$ cat src/rtl/seq_detector_param_if.sv
// Serial-bit detector bus: stimulus, pattern load and counter clear in,
// match flags and counter state out.
interface seq_detector_param_if #(
  parameter int PAT_W = 4,
  parameter int CNT_W = 8
);
  logic             in_valid;
  logic             in;
  logic             pat_load;
  logic [PAT_W-1:0] pat_in;
  logic             clear_cnt;
  logic             y;
  logic             y_q;
  logic [CNT_W-1:0] match_cnt;
  logic             cnt_sat;

  modport master (
    output in_valid, in, pat_load, pat_in, clear_cnt,
    input  y, y_q, match_cnt, cnt_sat
  );

  modport slave (
    input  in_valid, in, pat_load, pat_in, clear_cnt,
    output y, y_q, match_cnt, cnt_sat
  );
endinterface

$ cat src/rtl/seq_detector_param.sv
// Parametrised Mealy bit-pattern detector with a runtime-loadable pattern,
// optional overlap, registered match flag and saturating match counter.
//
//   state s_q | meaning
//   0         | no pattern prefix matched yet
//   k         | the last k accepted bits equal the first k pattern bits
//   PAT_W-1   | one bit away from a match
module seq_detector_param #(
  parameter int               PAT_W   = 4,
  parameter logic [PAT_W-1:0] PATTERN = PAT_W'(4'b1101),
  parameter bit               OVERLAP = 1'b0,
  parameter int               CNT_W   = 8
) (
  input logic                clk,
  input logic                rst,
  seq_detector_param_if.slave bus
);

  localparam int             SW     = (PAT_W > 1) ? $clog2(PAT_W) : 1;
  localparam logic [SW-1:0]  S_LAST = SW'(PAT_W - 1);
  localparam logic [PAT_W:0] ONES   = '1;

  logic [SW-1:0]    s_q, s_d;
  logic [PAT_W-1:0] pat_q, pat_d;
  logic             y_q, y_d;
  logic [CNT_W-1:0] cnt_q, cnt_d;
  logic             sat_q, sat_d;

  logic [PAT_W-1:0] pre;
  logic [PAT_W:0]   w;
  logic [SW-1:0]    nxt;
  logic [SW-1:0]    ovl;
  logic             s_ok;
  logic             hit;
  logic             y_c;

  generate
    if ((1 << SW) > PAT_W) begin : g_range
      assign s_ok = (s_q <= S_LAST);
    end else begin : g_full
      assign s_ok = 1'b1;
    end
  endgenerate

  // w is the matched prefix followed by the incoming bit; the next state is
  // the longest suffix of w that is also a pattern prefix (KMP fallback).
  always_comb begin
    pre = pat_q >> (PAT_W - int'(s_q));
    w   = {pre, bus.in};
    nxt = '0;
    for (int k = 1; k < PAT_W; k++) begin
      if ((k <= int'(s_q) + 1) &&
          ((w & (ONES >> (PAT_W + 1 - k))) == ({1'b0, pat_q} >> (PAT_W - k))))
        nxt = SW'(k);
    end
    ovl = '0;
    for (int k = 1; k < PAT_W; k++) begin
      if (({1'b0, pat_q} & (ONES >> (PAT_W + 1 - k))) == ({1'b0, pat_q} >> (PAT_W - k)))
        ovl = SW'(k);
    end
  end

  always_comb begin
    s_d   = s_q;
    pat_d = pat_q;
    cnt_d = cnt_q;
    hit   = (s_q == S_LAST) && (bus.in == pat_q[0]);
    y_c   = bus.in_valid & ~bus.pat_load & ~rst & hit;
    y_d   = y_c;

    if (bus.pat_load) begin
      pat_d = bus.pat_in;
      s_d   = '0;
    end else if (!s_ok) begin
      s_d = '0;
    end else if (bus.in_valid) begin
      if (hit) s_d = OVERLAP ? ovl : '0;
      else     s_d = nxt;
    end

    // clear beats a coincident match
    if (bus.clear_cnt)       cnt_d = '0;
    else if (y_c && !sat_q)  cnt_d = cnt_q + CNT_W'(1);
    sat_d = &cnt_d;
  end

  always_ff @(posedge clk) begin
    if (rst) begin
      s_q   <= '0;
      pat_q <= PATTERN;
      y_q   <= 1'b0;
      cnt_q <= '0;
      sat_q <= 1'b0;
    end else begin
      s_q   <= s_d;
      pat_q <= pat_d;
      y_q   <= y_d;
      cnt_q <= cnt_d;
      sat_q <= sat_d;
    end
  end

  assign bus.y         = y_c;
  assign bus.y_q       = y_q;
  assign bus.match_cnt = cnt_q;
  assign bus.cnt_sat   = sat_q;

endmodule

$ cat src/flat_wrapper.sv
// flat-port wrapper written by rule: the top's interface ports become plain ports
module seq_detector_param_flat 
#(
  parameter int               PAT_W   = 4,
  parameter logic [PAT_W-1:0] PATTERN = PAT_W'(4'b1101),
  parameter bit               OVERLAP = 1'b0,
  parameter int               CNT_W   = 8
)
  (clk, rst, bus_in_valid, bus_in, bus_pat_load, bus_pat_in, bus_clear_cnt, bus_y, bus_y_q, bus_match_cnt, bus_cnt_sat);
  seq_detector_param_if #(.PAT_W(PAT_W), .CNT_W(CNT_W)) bus_i ();
  input logic clk;
  input logic rst;
  input wire logic [$bits(bus_i.in_valid)-1:0] bus_in_valid;
  input wire logic [$bits(bus_i.in)-1:0] bus_in;
  input wire logic [$bits(bus_i.pat_load)-1:0] bus_pat_load;
  input wire logic [$bits(bus_i.pat_in)-1:0] bus_pat_in;
  input wire logic [$bits(bus_i.clear_cnt)-1:0] bus_clear_cnt;
  output wire logic [$bits(bus_i.y)-1:0] bus_y;
  output wire logic [$bits(bus_i.y_q)-1:0] bus_y_q;
  output wire logic [$bits(bus_i.match_cnt)-1:0] bus_match_cnt;
  output wire logic [$bits(bus_i.cnt_sat)-1:0] bus_cnt_sat;
  assign bus_i.in_valid = bus_in_valid;
  assign bus_i.in = bus_in;
  assign bus_i.pat_load = bus_pat_load;
  assign bus_i.pat_in = bus_pat_in;
  assign bus_i.clear_cnt = bus_clear_cnt;
  assign bus_y = bus_i.y;
  assign bus_y_q = bus_i.y_q;
  assign bus_match_cnt = bus_i.match_cnt;
  assign bus_cnt_sat = bus_i.cnt_sat;
  seq_detector_param #(.PAT_W(PAT_W), .PATTERN(PATTERN), .OVERLAP(OVERLAP), .CNT_W(CNT_W)) u_core (.clk(clk), .rst(rst), .bus(bus_i));
endmodule
$ cat config.mk
export PLATFORM = sky130hd
export DESIGN_NAME = seq_detector_param_flat
export DESIGN_NICKNAME = d
export VERILOG_FILES = /design/src/rtl/seq_detector_param_if.sv /design/src/rtl/seq_detector_param.sv /design/src/flat_wrapper.sv
export SDC_FILE = /design/constraint.sdc
export NUM_CORES = 1
export LEC_CHECK = 0
export BUFFER_PORTS_ARGS = -buffer_cell sky130_fd_sc_hd__clkbuf_2
export CAP_MARGIN = 30
export CORE_MARGIN = 4
export CORE_UTILIZATION = 50
export CTS_BUF_LIST = sky130_fd_sc_hd__clkbuf_4 sky130_fd_sc_hd__clkbuf_8
export DETAILED_ROUTE_END_ITERATION = 12
export MAX_ROUTING_LAYER = met4
export PLACE_DENSITY = 0.82
export SETUP_SLACK_MARGIN = 0.05
export SLEW_MARGIN = 10
export SYNTH_ARGS = -nofsm -noshare
export SYNTH_HDL_FRONTEND = slang
export SYNTH_SLANG_ARGS = --single-unit
$ cat constraint.sdc
create_clock -name clk -period 5.4 [get_ports clk]
set_input_delay 0.54 -clock clk [delete_from_list [all_inputs] [get_ports clk]]
set_output_delay 0.54 -clock clk [all_outputs]
set_load 0.01 [all_outputs]
==> results.cfg, run 1 <==
[run_status]
status = finished clean

[detailed_routing]
antenna_left = 0
dr.pass1.iters = 4
drt_wl_total_mm = 2.34
drc = 0
drtIter0Drc = 28
vias_per_cell = 5.91
routedWlPerCell_um = 14.3
num_vias = 970

[power]
p_leak_nw = 0.459
totalPowerFinal_w = 0.000234
peakVddDrop_v = 0.000163
powerDensity_nw_per_um2 = 194

[sta]
setup_violations = 0
min_period_over_period = 0.393
timing.setup.tns_ns = 0
skew_ns = 0.00439
rsz0062_at_grt = no
fmax_mhz = 472
max_slew.worst_pin.slew_ns = 0.465
finalHoldViolCount = 0
period_needed_ns = 2.12
slew_headroom = 0.686
slew_violations = 0

[die]
die_w_um = 54.6
die_h_um = 54.6
pin_count = 21
row_count = 16
die_area_sq_um = 2980
core_sq_um = 2020
initial_core_util = 0.537

[critical_path]
critical_path.endpoint = bus_y
cp.depth = 4
startpoint_type = flip-flop
worstSetupStartpoint = u_core.s_q[0]
required_ns = 4.86
path_cells = ha_1 -> nand4bb_4 -> nor2_1 -> clkbuf_2
end_kind = output pin
cp_max_fo = 9
worst-path-buf-inv = 1
crit_type = reg2out
rr_worst_depth = 6
crit_slowest_cell = dfxtp_1
cpLargestDelayFamily = flip-flops
crit_arrival_ns = 1.58
regToRegEndpoint = u_core.s_q[0]
cp_slowest_stage_delay_ns = 0.48
r2r_slack_ns = 3.29
r2r-start = u_core.s_q[0]

[clock_network]
post_cts_buffers = 0
numCtsBuffers = 3
clkTransAtPathRegs_ns = 0.10
cts-htree-levels = 1
cts_buffer_depth = 2
ctsResizeCount = 0
root_buffer = clkbuf_4
clk-insertion-delay-late_ns = 0.28
cts_hold_buf = 0
clock-sinks = 16
tritoncts = done

[worst_hold_path]
hold_depth = 3
min_path_type = in2reg

[logic_synthesis]
synth_area_leader_cell = dfxtp_1
syn_avg_cell_area_sq_um = 8.98
synth_cell_type_count = 40
synth_area_leaders = dfxtp_1 (29%), mux2i_1 (6.5%), nor2_1 (5.9%)
synth_top_area_share = 0.295
synth_cells = 121
ys_seq_area_frac = 0.295
synth_edf_count = 0
synthArstFlopShare = 0
synth_area_sq_um = 1090
syn-num-nets = 136
synth_ff_type = dfxtp_1
synth_seq_cells = 16
yosysWarnings = 0

[global_route]
grt_max_degree = 11
grt_usage = 0.188
antenna_found_initial = 0
grt-ovfl-total = 0
grt_pass1_wl_mm = 4.01
grt_pass1_vias = 921

[placed_design]
place.gp.congestion = 0.877
port_buffers = 20
dp_hpwl_mm = 1.83

[layout]
fin_nets = 153
final_common_cell = clkbuf_2
drive_gt1_frac = 0.234
areaGrowthSynthToFinish_pct = 11.1
n_antenna_cell = 0
final_cell_mix = clkbuf_2 (20), nor2_1 (17), dfxtp_1 (16)

[job]
cap_violations = 0
==> through the flow <==
step                worst slack (ns)  instances  hold slack [ns]  area (sq um)  utilization
finish                          3.28        164            0.467          1210        0.597
global route                    3.17        164            0.474          1210        0.597
CTS                             3.28        164            0.460          1210        0.597
detailed placement              3.35        160            0.552          1170        0.579
global placement                3.46        160            0.524          1170        0.579
floorplan                       3.52        121            0.485          1090            -
==> kinds of logic after synthesis <==
family                   count (synthesis)  share of synthesized area
AO/OA/AOI/OAI                           12                     0.0887
XOR/XNOR                                12                      0.104
adder cells (fa/ha/maj)                  5                     0.0576
buffers and inverters                   13                     0.0634
flip-flops                              16                      0.295
multiplexers                             9                     0.0853
AND/OR/NAND/NOR                         54                      0.306
==> final cells by class <==
| cell class | instances | area, sq um |
|---|---|---|
| clock buffer | 4 | 36.3 |
| fill | 188 | 816 |
| inverter | 5 | 18.8 |
| multi-input combinational | 92 | 697 |
| sequential | 16 | 320 |
| tap | 27 | 33.8 |
| timing repair buffer | 20 | 100 |
==> synth_stat cells, types with 3 or more instances <==
master and count:
nor4_1 3, inv_1 5, nor2_1 17, xnor2_1 6, nor4b_1 4, clkbuf_1 3, nor2b_1 3, nand3b_1 3
xor2_1 5, nor3_1 3, ha_1 5, nand2_1 6, mux2i_1 7, dfxtp_1 16, nand3_1 3
==> worst min-delay path by stage <==
| stage | startpoint | to | slack (ns) |
|---|---|---|---|
| floorplan | u_core.s_q[1] | u_core.s_q[1] | 0.49 |
| finish | bus_pat_in[3] | u_core.pat_q[3] | 0.47 |
| detailed placement | u_core.bus.match_cnt[7] | u_core.bus.match_cnt[7] | 0.55 |
| global placement | u_core.bus.match_cnt[7] | u_core.bus.match_cnt[7] | 0.52 |
| global route | bus_pat_in[0] | u_core.pat_q[0] | 0.47 |
| CTS | bus_pat_in[3] | u_core.pat_q[3] | 0.46 |
==> tightest hold or removal path, stage by stage <==
cell	delay, ns
clkbuf_2	0.08
mux2i_1	0.05
nand2_1	0.06
==> power by group <==
group / internal (W) / switching (W)
Combinational: 0.0000126 / 0.0000155
Clock: 0.0000410 / 0.0000399
Sequential: 0.000120 / 0.00000477
Total: 0.000174 / 0.0000603
==> registers in the layout (all words and copies together), names as in the netlist <==
register              count
u_core.pat_q              4
u_core.bus.y_q            1
u_core.bus.cnt_sat        1
u_core.bus.match_cnt      8
u_core.s_q                2
==> per-layer routing <==
layer	vias up	wire length, um	part of all wire	global-route usage
met1	445	1020	0.43	0.231
li1	463	-	-	-
met4	0	38	0.016	0.0705
met5	-	0	0	-
met3	8	207	0.088	0.0490
met2	54	1080	0.46	0.291
Power figures use the tool's default switching activity.
==> run 2, diff against run 1 <==
--- a/config.mk
+++ b/config.mk
@@ -5,6 +5,7 @@
 export SDC_FILE = /design/constraint.sdc
 export NUM_CORES = 1
 export LEC_CHECK = 0
+export ABC_AREA = 1
 export BUFFER_PORTS_ARGS = -buffer_cell sky130_fd_sc_hd__clkbuf_2
 export CAP_MARGIN = 30
 export CORE_MARGIN = 4
==> constraint.sdc (replaced) <==
create_clock -name clk -period 2 [get_ports clk]
set_input_delay 0.2 -clock clk [delete_from_list [all_inputs] [get_ports clk]]
set_output_delay 0.2 -clock clk [all_outputs]
set_load 0.01 [all_outputs]
==> run 2 against run 1 <==
Against the previous run: first-iteration DRC count is 43% higher; register-to-register slack worse by 3.0 ns; count of clock-buffer cells in the layout stayed put; critical path depth is 8 higher.
==> results.cfg, run 2 <==
[layout]
multi_input_area_sq_um = 667
drive_gt1_frac = 0.198
final_core_util = 0.629
final_common_cell = nand2_1
layout.cells.non_filler = 224
seqCellArea_sq_um = 322
fillers = 193
areaGrowthSynthToFinish_pct = 15.6
final_cell_mix = nand2_1 (61), inv_1 (25), clkbuf_2 (20)
largest_reg_flops = 8
fin_nets = 213
n_antenna_cell = 0

[sta]
min_period_over_period = 0.846
slew_headroom = 0.826
period_needed_ns = 1.69
timing.setup.tns_ns = 0
slew_violations = 0
skew_ns = 0.00789
finalHoldViolCount = 0
max_slew.worst_pin.slew_ns = 0.261
setup_violations = 0
rsz0062_at_grt = no
fmax_mhz = 591
setup_ws_ns = 0.307

[clock_network]
cts-htree-levels = 1
root_buffer = clkbuf_4
cts_buffer_depth = 2
cts_hold_buf = 0
clock-sinks = 16
clkTransAtPathRegs_ns = 0.10
clk-insertion-delay-late_ns = 0.29
numCtsBuffers = 3
tritoncts = done

[die]
pin_count = 21
row_count = 16
core_sq_um = 2020
initial_core_util = 0.544
die_h_um = 54.9
die_area_sq_um = 3010
die_w_um = 54.9

[logic_synthesis]
synth_xor_area_frac = 0.0159
yosysMostFrequentCell = nand2_1
synthArstFlopShare = 0
synth_top_area_share = 0.291
synthAdderAreaFrac = 0.0569
muxShareOfSynthArea = 0
synth_area_leaders = dfxtp_1 (29%), nand2_1 (21%), inv_1 (8.5%)
synth_ff_type = dfxtp_1
synth_seq_cells = 16
syn-num-nets = 188
synthSimpleGateAreaFrac = 0.435
yosys-top-cells-count = nand2_1 (61), inv_1 (25), dfxtp_1 (16)
ys_seq_area_frac = 0.291
synth_cells = 173
synth_top_family_by_area = simple AND/OR/NAND/NOR gates
synth_area_sq_um = 1100
synth_edf_count = 0
yosysWarnings = 0
synth_cell_type_count = 21
syn_avg_cell_area_sq_um = 6.36
synth_compound_area_frac = 0.0990
synth_area_leader_cell = dfxtp_1

[critical_path]
crit_slowest_cell = dfxtp_2
cp_slowest_stage_delay_ns = 0.39
end_kind = flip-flop
crit_top_cell = nand2_1
crit_arrival_ns = 1.89
cp_max_fo = 7
crit_type = reg2reg
startpoint_type = flip-flop
path_cells = inv_1 -> ha_1 -> inv_1 -> nand3_1 -> nand2_1 -> nand2_1 -> nand2_1 -> nand3_1 -> nand2_1 -> nand2_1 -> nand2_1 -> a21oi_1
required_ns = 2.19

[global_route]
grt_pass1_vias = 1026
grt_usage = 0.200
grt_pass1_wl_mm = 4.28
gr-usage-met3 = 0.0349
top_usage_layer = met2
met1_usage = 0.255
gr-usage-met2 = 0.321
grt_max_degree = 10
antenna_found_initial = 0
grt-ovfl-total = 0

[detailed_routing]
antenna_left = 0
dr.pass1.iters = 4
vias_per_cell = 5.04
routedWlPerCell_um = 11.3
drc = 0
num_vias = 1128
drt_wl_total_mm = 2.52
drtIter0Drc = 40

[power]
p_leak_nw = 0.658
powerDensity_nw_per_um2 = 490
peakVddDrop_v = 0.000376

[placed_design]
place.gp.congestion = 0.837
port_buffers = 20
post-place-ws_ns = 0.268
dp_hpwl_mm = 2.03
placedCellCount = 220

[run_status]
status = finished clean

[job]
cap_violations = 0

[worst_hold_path]
min_path_type = in2reg
==> run 2: cell count changes in the layout (fill, tap and decap cells not counted), moves of 6 or more <==
cell / delta
mux2i_1: -7
nand3_1: +11
inv_1: +20
nand2_1: +55
a21oi_1: +11
o21ai_0: +6
nor2_1: -8
==> run 2: final timing paths <==
| path | startpoint | depth (start not counted) | end | slack, ns |
|---|---|---|---|---|
| max reg2reg | u_core.s_q[0] | 12 | u_core.s_q[0] | 0.31 |
| min reg2reg | u_core.s_q[0] | 2 | u_core.s_q[0] | 0.51 |
| min | bus_pat_in[2] | 3 | u_core.pat_q[2] | 0.13 |
| max | u_core.s_q[0] | 12 | u_core.s_q[0] | 0.31 |
==> run 2: repair_timing <==
item	in CTS	in global routing
buffers inserted	0	0
endpoints found under the setup margin	0	1
gates resized for setup	0	1
==> run 2: stage by stage <==
step	instance area (sq um)	total power, W	hold slack [ns]
2_1_floorplan	1100	0.000385	0.272
3_3_place_gp	1230	0.000407	0.413
3_5_place_dp	1230	0.000411	0.426
4_1_cts	1270	0.000621	0.131
5_1_grt	1270	0.000646	0.133
6_report	1270	0.000623	0.133
==> run 2: report_power, final <==
| part | total (W) | switching [W] | internal (W) |
|---|---|---|---|
| Clock | 0.000218 | 0.000107 | 0.000111 |
| Sequential | 0.000331 | 0.00000584 | 0.000325 |
| Combinational | 0.0000742 | 0.0000493 | 0.0000249 |
| Total | 0.000623 | 0.000162 | 0.000461 |
==> run 2: cells by family after synthesis <==
| kind of cell | count (synthesis) |
|---|---|
| xor gates and xnor gates | 2 |
| AOI/OAI and AO/OA | 21 |
| buffers and inverters | 30 |
| and+or+nand+nor | 99 |
| adders and majority gates | 5 |
| DFF | 16 |
==> run 2: cell type report <==
class	instances	share of cell area
clock buffers	4	0.0285
inverters	30	0.0886
repair buffers	20	0.0787
well taps	27	0.0266
flip-flops and latches	16	0.253
multi-input cells	127	0.525
==> run 2: layer usage <==
layer,routed length (um),share of wire
met1,1180,0.47
met2,1220,0.48
met3,115,0.046
met4,15,0.0059
met5,0,0
==> run 2: worst max-delay path, delay by kind of cell, from the launching register on <==
kind	cells	cell delay, ns
adder cells (fa/ha/maj)	1	0.35
AO/OA/AOI/OAI	1	0.05
buffers and inverters	2	0.22
flip-flops	1	0.39
AND/OR/NAND/NOR	8	0.58
==> run 3, diff against run 2 <==
==> constraint.sdc (replaced) <==
create_clock -name clk -period 1.7 [get_ports clk]
set_input_delay 0.17 -clock clk [delete_from_list [all_inputs] [get_ports clk]]
set_output_delay 0.17 -clock clk [all_outputs]
set_load 0.01 [all_outputs]
==> run 3 against run 2 <==
Against the previous run: global-route usage unchanged; non-clock buffer count rose by 5; sequential power grew 17%; worst setup slack worse by 0.11 ns; utilization increased by 5.3 points; first-iteration DRC count is 15% higher; count of clock-buffer cells in the layout unchanged; cell count up 2.2%.
==> results.cfg, run 3 (synthesis results as in run 2) <==
[die]
die_h_um = 54.9
pin_count = 21
die_w_um = 54.9
row_count = 16
die_area_sq_um = 3010
core_sq_um = 2020
initial_core_util = 0.544

[sta]
max_slew.worst_pin.slew_ns = 0.245
fmax_mhz = 663
rsz0062_at_grt = yes
setup_violations = 0
timing.setup.tns_ns = 0
skew_ns = 0.00590
slew_violations = 0
period_needed_ns = 1.51
min_period_over_period = 0.887
finalHoldViolCount = 0
slew_headroom = 0.836

[global_route]
grt_pass1_wl_mm = 4.28
grt-ovfl-total = 0
grt_usage = 0.200
grt_max_degree = 10
grt_pass1_vias = 1026
antenna_found_initial = 0

[run_status]
status = finished clean

[clock_network]
cts-htree-levels = 1
cts_hold_buf = 0
tritoncts = done
clk-insertion-delay-late_ns = 0.28
root_buffer = clkbuf_4
clkTransAtPathRegs_ns = 0.10
numCtsBuffers = 3
cts_buffer_depth = 2
clock-sinks = 16

[critical_path]
cp_max_fo = 6
end_kind = flip-flop
crit_arrival_ns = 1.73
crit_type = reg2reg
startpoint_type = flip-flop
required_ns = 1.92

[layout]
largest_reg_flops = 8
n_antenna_cell = 0
final_common_cell = nand2_1
layout.cells.non_filler = 229
final_core_util = 0.681
fin_nets = 218
areaGrowthSynthToFinish_pct = 25.3
drive_gt1_frac = 0.287
final_cell_mix = nand2_1 (59), inv_1 (22), clkbuf_2 (20)
final_area_sq_um = 1380

[placed_design]
placed_area_sq_um = 1230
dp_hpwl_mm = 2.03
place.gp.congestion = 0.837
placedCellCount = 220
port_buffers = 20

[detailed_routing]
dr.pass1.iters = 4
routedWlPerCell_um = 11.4
drc = 0
antenna_left = 0
vias_per_cell = 5.02
drt_wl_total_mm = 2.62
drtIter0Drc = 46
num_vias = 1149

[job]
cap_violations = 0

[worst_hold_path]
min_path_type = in2reg

[power]
powerDensity_nw_per_um2 = 538
peakVddDrop_v = 0.000452
totalPowerFinal_w = 0.000741
p_leak_nw = 0.686
==> run 3: cell type report <==
class	instances	area, sq um
Fill cell	175	644
Clock buffer	4	36.3
Tap cell	27	33.8
Sequential cell	16	329
Timing Repair Buffer	25	138
Inverter	30	118
Multi-Input combinational cell	127	723
==> run 3: worst paths after layout <==
check	slack, ns	start	end	cells after the start
worst max-delay path	0.19	u_core.s_q[0]	u_core.s_q[1]	12
worst min-delay path	0.11	bus_pat_in[2]	u_core.pat_q[2]	3
worst max register to register	0.19	u_core.s_q[0]	u_core.s_q[1]	12
worst min register to register	0.52	u_core.s_q[1]	u_core.s_q[1]	2
==> run 3: timing repair <==
action,in CTS,in global routing
setup buffers,0,5
endpoints found under the setup margin,3,4
gates cloned,0,0
gates resized for setup,2,19
pin swaps,0,9
==> run 3: routing by layer <==
metal / global-route usage / up-vias / wire length (um)
li1: - / 612 / -
met1: 0.255 / 494 / 1170
met2: 0.321 / 39 / 1270
met3: 0.0349 / 4 / 156
met4: 0.0688 / 0 / 25
met5: - / - / 0
==> run 3: critical path, stage by stage, from the launching register on <==
cell	delay (ns)
dfxtp_4	0.42
inv_6	0.06
ha_4	0.28
inv_2	0.05
nand3_2	0.07
nand3_2	0.07
nand2_1	0.06
nand2_1	0.05
nor2_2	0.10
nand2_1	0.07
nand2_1	0.06
nand2_1	0.05
a21oi_1	0.12
==> run 3: through the flow <==
step / hold slack [ns] / setup WS (ns)
2_1_floorplan: 0.242 / 0.159
3_3_place_gp: 0.383 / 0.0554
3_5_place_dp: 0.396 / -0.0322
4_1_cts: 0.101 / 0.0819
5_1_grt: 0.103 / 0.0118
6_report: 0.106 / 0.193
==> run 3: power breakdown <==
part	internal [W]	leakage [nW]	switching [W]	total, W
sequential	0.000380	0.132	0.00000822	0.000388
clock	0.000130	0.0210	0.000122	0.000252
combinational	0.0000366	0.533	0.0000644	0.000101
